[config.mk]
export PLATFORM = sky130hd
export DESIGN_NAME = boss_aggro_tracker
export DESIGN_NICKNAME = d
export VERILOG_FILES = /design/src/rtl/boss_aggro_tracker.sv
export SDC_FILE = /design/constraint.sdc
export NUM_CORES = 1
export LEC_CHECK = 0
export ABC_AREA = 1
export CAP_MARGIN = 15
export CELL_PAD_IN_SITES_DETAIL_PLACEMENT = 0
export CELL_PAD_IN_SITES_GLOBAL_PLACEMENT = 1
export CORE_MARGIN = 2
export CORE_UTILIZATION = 35
export CTS_BUF_LIST = sky130_fd_sc_hd__clkbuf_8
export DETAILED_ROUTE_END_ITERATION = 8
export PLACE_DENSITY_LB_ADDON = 0.05
export SETUP_SLACK_MARGIN = 0.5
export SLEW_MARGIN = 5
export SYNTH_ARGS = -nofsm -noshare
export SYNTH_HDL_FRONTEND = slang
export SYNTH_SLANG_ARGS = --single-unit
[constraint.sdc]
create_clock -name clk -period 2.5 [get_ports clk]
set_input_delay 0.25 -clock clk [delete_from_list [all_inputs] [get_ports clk]]
set_output_delay 0.25 -clock clk [all_outputs]
set_load 0.1 [all_outputs]
[src/rtl/boss_aggro_tracker.sv]
// Threat accumulators with frame-based decay feeding the boss jump-target aggro values,
// plus a hold-time hysteresis filter that decides which player the boss faces.
module boss_aggro_tracker #(
  parameter int unsigned ACC_W       = 8,
  parameter int unsigned HIT_SHIFT   = 2,
  parameter int unsigned ACC_SHIFT   = 4,
  parameter int unsigned DECAY_TICKS = 30,
  parameter int unsigned DECAY_STEP  = 1,
  parameter int unsigned HOLD_TICKS  = 60
) (
  input  logic       clk,
  input  logic       rst_n,
  input  logic       frame_tick,
  input  logic [1:0] game_active,
  input  logic       p1_hit,
  input  logic [3:0] p1_dmg,
  input  logic [3:0] p1_base,
  input  logic       p2_hit,
  input  logic [3:0] p2_dmg,
  input  logic [3:0] p2_base,
  output logic [3:0] class_aggro,
  output logic [3:0] player_2_aggro,
  output logic       target_p2
);

  localparam int unsigned DECAY_W = (DECAY_TICKS > 1) ? $clog2(DECAY_TICKS) : 1;
  localparam int unsigned HOLD_W  = (HOLD_TICKS > 1) ? $clog2(HOLD_TICKS) : 1;

  localparam logic [DECAY_W-1:0] DECAY_LAST = DECAY_W'(DECAY_TICKS - 1);
  localparam logic [HOLD_W-1:0]  HOLD_LAST  = HOLD_W'(HOLD_TICKS - 1);
  localparam logic [ACC_W:0]     ACC_MAX    = {1'b0, {ACC_W{1'b1}}};
  localparam logic [ACC_W:0]     DEC_AMT    = (ACC_W+1)'(DECAY_STEP);

  typedef enum logic {
    TRACK_P1 = 1'b0,
    TRACK_P2 = 1'b1
  } state_e;

  state_e             state_q, state_d;
  logic [ACC_W-1:0]   acc1_q, acc1_d;
  logic [ACC_W-1:0]   acc2_q, acc2_d;
  logic [DECAY_W-1:0] decay_cnt_q, decay_cnt_d;
  logic [HOLD_W-1:0]  hold_cnt_q, hold_cnt_d;
  logic [3:0]         class_aggro_q, class_aggro_d;
  logic [3:0]         p2_aggro_q, p2_aggro_d;

  logic in_menu;
  logic running;
  logic decay_now;
  logic raw_p2;
  logic agree;

  // Saturate at the top first, then floor at zero, so a hit and a decay in
  // the same cycle both land even when the accumulator is pinned at full.
  function automatic logic [ACC_W-1:0] acc_step(input logic [ACC_W-1:0] acc,
                                                input logic             hit,
                                                input logic [3:0]       dmg,
                                                input logic             dec);
    logic [ACC_W:0] add;
    logic [ACC_W:0] sum;
    logic [ACC_W:0] sat;
    logic [ACC_W:0] sub;
    add = hit ? ((ACC_W+1)'(dmg) << HIT_SHIFT) : '0;
    sum = {1'b0, acc} + add;
    sat = (sum > ACC_MAX) ? ACC_MAX : sum;
    sub = dec ? DEC_AMT : '0;
    return (sat >= sub) ? ACC_W'(sat - sub) : '0;
  endfunction

  function automatic logic [3:0] aggro_of(input logic [3:0]       base,
                                          input logic [ACC_W-1:0] acc);
    logic [ACC_W-1:0] contrib;
    logic [3:0]       contrib4;
    logic [4:0]       sum;
    contrib  = acc >> ACC_SHIFT;
    contrib4 = (contrib > ACC_W'(15)) ? 4'hF : contrib[3:0];
    sum      = {1'b0, base} + {1'b0, contrib4};
    return (sum > 5'd15) ? 4'hF : sum[3:0];
  endfunction

  assign in_menu   = (game_active == 2'd0);
  assign running   = (game_active == 2'd1);
  assign decay_now = frame_tick && (decay_cnt_q == DECAY_LAST);
  // Strict compare: a tie keeps the local player, same as the boss stage.
  assign raw_p2    = (p2_aggro_q > class_aggro_q);

  // NOTE: every combinational output gets a default first so no path leaves it unassigned (no latches).
  always_comb begin
    acc1_d      = acc1_q;
    acc2_d      = acc2_q;
    decay_cnt_d = decay_cnt_q;
    if (in_menu) begin
      acc1_d      = '0;
      acc2_d      = '0;
      decay_cnt_d = '0;
    end else if (running) begin
      acc1_d = acc_step(acc1_q, p1_hit, p1_dmg, decay_now);
      acc2_d = acc_step(acc2_q, p2_hit, p2_dmg, decay_now);
      if (frame_tick) begin
        decay_cnt_d = (decay_cnt_q == DECAY_LAST) ? '0 : decay_cnt_q + 1'b1;
      end
    end
  end

  // Aggro tracks the registered accumulators in every mode, one clock behind.
  always_comb begin
    class_aggro_d = aggro_of(p1_base, acc1_q);
    p2_aggro_d    = aggro_of(p2_base, acc2_q);
  end

  always_comb begin
    state_d    = state_q;
    hold_cnt_d = hold_cnt_q;
    agree      = (state_q == TRACK_P1) ? raw_p2 : !raw_p2;
    if (in_menu) begin
      state_d    = TRACK_P1;
      hold_cnt_d = '0;
    end else if (running && frame_tick) begin
      if (!agree) begin
        hold_cnt_d = '0;
      end else if (hold_cnt_q == HOLD_LAST) begin
        hold_cnt_d = '0;
        state_d    = (state_q == TRACK_P1) ? TRACK_P2 : TRACK_P1;
      end else begin
        hold_cnt_d = hold_cnt_q + 1'b1;
      end
    end
  end

  // NOTE: sequential state uses non-blocking assignments so every register samples pre-edge values.
  always_ff @(posedge clk or negedge rst_n) begin
    if (!rst_n) begin
      state_q       <= TRACK_P1;
      acc1_q        <= '0;
      acc2_q        <= '0;
      decay_cnt_q   <= '0;
      hold_cnt_q    <= '0;
      class_aggro_q <= '0;
      p2_aggro_q    <= '0;
    end else begin
      state_q       <= state_d;
      acc1_q        <= acc1_d;
      acc2_q        <= acc2_d;
      decay_cnt_q   <= decay_cnt_d;
      hold_cnt_q    <= hold_cnt_d;
      class_aggro_q <= class_aggro_d;
      p2_aggro_q    <= p2_aggro_d;
    end
  end

  assign class_aggro    = class_aggro_q;
  assign player_2_aggro = p2_aggro_q;
  assign target_p2      = (state_q == TRACK_P2);

endmodule

==> key figures <==
Run status
  • Outcome: finished, final reports clean

Place
  • Placed cell count: 604
  • Placed inst area: 3790 sq um
  • Post-DP HPWL: 5.882 mm
  • IO buf count: 31
  • Gpl congestion: 0.7872

Yosys
  • Net Count, Synth: 483
  • Post-synthesis cell count: 429
  • Synth top area share: 29.50%
  • Ys flop type: dfrtp_1
  • Post-synth top area cell: dfrtp_1
  • Mapped Area: 3054 sq um
  • Number of synthesized flops with an enable pin: 0
  • Async S/R FF share, synth: 100.0%
  • Sequential-to-total area share from yosys stat: 29.50%
  • Avg Cell Area, Syn: 7.119 sq um
  • Post-synthesis cell type count: 35
  • Yosys warns: 0
  • Commonest cells in the netlist: nand2_1, inv_1, dfrtp_1, nor2_1, ha_1
  • Seq cells post-synth: 36
  • Most common cell in the netlist: nand2_1
  • Synth area leaders: dfrtp_1, nand2_1, ha_1, inv_1, nor2_1

Global route
  • Grt total ovfl: 0
  • First-pass GRT wire length: 13.15 mm
  • Vias in the first global route: 2848
  • Largest net degree at the start of global routing: 37
  • GRT Total Usage: 16.86%
  • Initial antenna violation count: 0

Cells and area
  • Ant diodes: 0
  • Post-route cell area: 4114 sq um
  • Finished Layout Cells: 628
  • P&R area growth vs syn: 34.70%
  • Layout net count: 573
  • FILL cells: 887
  • Layout cells sized above 1: 31.15%

Timing
  • Min Tclk post-route: 2.333 ns
  • Unrepaired setup endpoints after global routing: yes
  • Relative slew slack: 44.02%
  • Slew Viols, Final: 0
  • Clock skew: 0.01064 ns
  • Fin crit share: 93.32%
  • Fmax achieved: 0.4286 GHz
  • Hold Slack: 0.04408 ns
  • Slew @ Worst Pin: 0.8397 ns
  • Finish-stage setup viols: 0
  • Final hold violation count: 0

Power and ir drop
  • Reg power frac: 32.7%
  • Combinational Power Share: 47.6%
  • Clock Power Share: 19.6%
  • Power Density: 538.9 nW/um^2
  • Sw Share: 45.06%
  • Sw Pwr: 999.1 uW
  • VDD IR max: 263.9 uV
  • Internal power: 1218 uW
  • Leak Pwr: 0.002227 uW

Flow run
  • Max-Cap Viols: 0

Die
  • Initial core utilization: 35.54%
  • Die ar.: 9490 sq um
  • FP Rows: 34
  • I/O pins: 32
  • Overall die width: 97.42 microns
  • Core box area: 8593 sq um
  • Die height: 97.42 microns

Clocking
  • Clk slew on worst S/H paths: 0.08 ns
  • Htree depth: 2
  • Clock buffer depth: 2
  • Clk root buf: clkbuf_8
  • Clock latency on the worst-skew pair: 0.30 ns
  • Clk sink count: 36
  • Total CTS buffers: 5
  • TritonCTS clock tree: built

Critical path
  • WS Path Type: reg -> reg
  • Type of origin of the critical path: flop
  • Req. time, crit path: 2.68 ns
  • Worst-path maximum fanout: 4
  • Crit path DAT: 2.52 ns
  • Crit. End Element: flop

Drt
  • 1st-pass router iterations: 4
  • DRC violations left: 0
  • Via count: 2873
  • Remaining antenna violation count: 0
  • Routed WL per cell: 12.00 microns
  • Via density: 4.575
  • Number of DRC markers in iteration 0: 121
  • DRT Wirelength: 7.535 mm

Min path
  • Hold crit path type: in -> async
==> per-layer routing <==
| metal | GRT usage (%) | part of all wire [%] | routed length [microns] | vias up |
|---|---|---|---|---|
| li1 | - | - | - | 1520 |
| met1 | 24.37 | 52 | 3890 | 1309 |
| met2 | 26.90 | 45 | 3386 | 37 |
| met3 | 2.662 | 2.7 | 202 | 7 |
| met4 | 3.205 | 0.73 | 55 | 0 |
| met5 | 0 | 0 | 0 | - |
==> cell type report <==
cell class,instances,area (sq um),share of cell area (%)
Sequential cell,36,912.1,22.17
Inverter,81,306.5,7.451
Multi-Input combinational cell,308,1962,47.69
Tap cell,108,135.1,3.285
Clock inverter,3,18.77,0.4562
Clock buffer,5,68.82,1.673
Timing Repair Buffer,87,710.7,17.27
==> cells by family after synthesis <==
kind of cell    share of synthesized area (%)
compound gates                          7.088
xor+xnor                                3.441
fa+ha+maj                               13.68
buf+inv                                 11.27
flops                                   29.50
simple gates                            35.03
==> flip-flops by register name, summed over array words and instances (netlist names) <==
name and flops:
acc1_q 8, target_p2 1, hold_cnt_q 6, class_aggro 4
acc2_q 8, player_2_aggro 4, decay_cnt_q 5
==> power groups by stage <==
stage | clock, uW | sequential (uW) | combinational (uW)
after detailed placement | 0 | 740 | 1030
after global routing | 469 | 740 | 1160
after floorplan | 0 | 1010 | 463
final | 435 | 726 | 1060
after CTS | 447 | 727 | 1050
after global placement | 0 | 739 | 1030
==> repair_timing <==
item,CTS,global route
resized for setup,27,18
endpoints found under the setup margin,16,16
cloned,0,0
buffers inserted,11,5
hold buffers,0,0
pin swaps,26,32
==> placed cells by master, fill, tap and decap left out, drive strengths merged <==
cell type,count
nand3,26
nand4,10
a31oi,1
o21ba,1
a21oi,15
clkinv,3
nand3b,2
inv,81
nor3,4
clkdlybuf4s50,15
dlymetal6s2s,2
o22ai,2
ha,27
dfrtp,36
o21ai,17
fa,4
or2,4
o21bai,1
buf,66
xor2,8
nand2,133
xnor2,4
dlygate4sd2,4
clkbuf,5
o21a,1
nor2,47
a41oi,1
==> path summary, 6_finish.rpt <==
path                       cells past startpoint        endpoint  slack, ns     startpoint
max                                           17       acc2_q[4]       0.17      acc2_q[2]
min reg2reg                                    2   hold_cnt_q[1]       0.53  hold_cnt_q[1]
min                                            1   hold_cnt_q[2]       0.04          rst_n
max reg2reg                                   17       acc2_q[4]       0.17      acc2_q[2]
min in group clk                               2   hold_cnt_q[1]       0.53  hold_cnt_q[1]
max in group asynchronous                      1  class_aggro[3]       1.86          rst_n
==> metrics by stage <==
stage	setup TNS, ns	total power [uW]	util [%]	setup slack [ns]
global route	-0.2363	2374	47.87	-0.06673
finish	0	2217	47.87	0.1669
global placement	-3.910	1764	44.10	-0.3346
floorplan	0	1471	-	0.3134
detailed placement	-4.383	1767	44.10	-0.3536
CTS	0	2222	46.65	0.05978
==> critical path, stage by stage (launching register included) <==
cell and delay, ns:
dfrtp_1 0.39, ha_2 0.20, inv_2 0.05, fa_2 0.20, inv_2 0.04, nand2_2 0.06, nand2_2 0.06, nor2_2 0.08
ha_2 0.20, inv_2 0.05, nor2_4 0.08, nand4_1 0.14, nor2_2 0.20, nand3_2 0.12, nor2_4 0.15, inv_2 0.08
nand2_2 0.07, nand2_1 0.05
No activity file was read; power rests on OpenSTA's default activity.
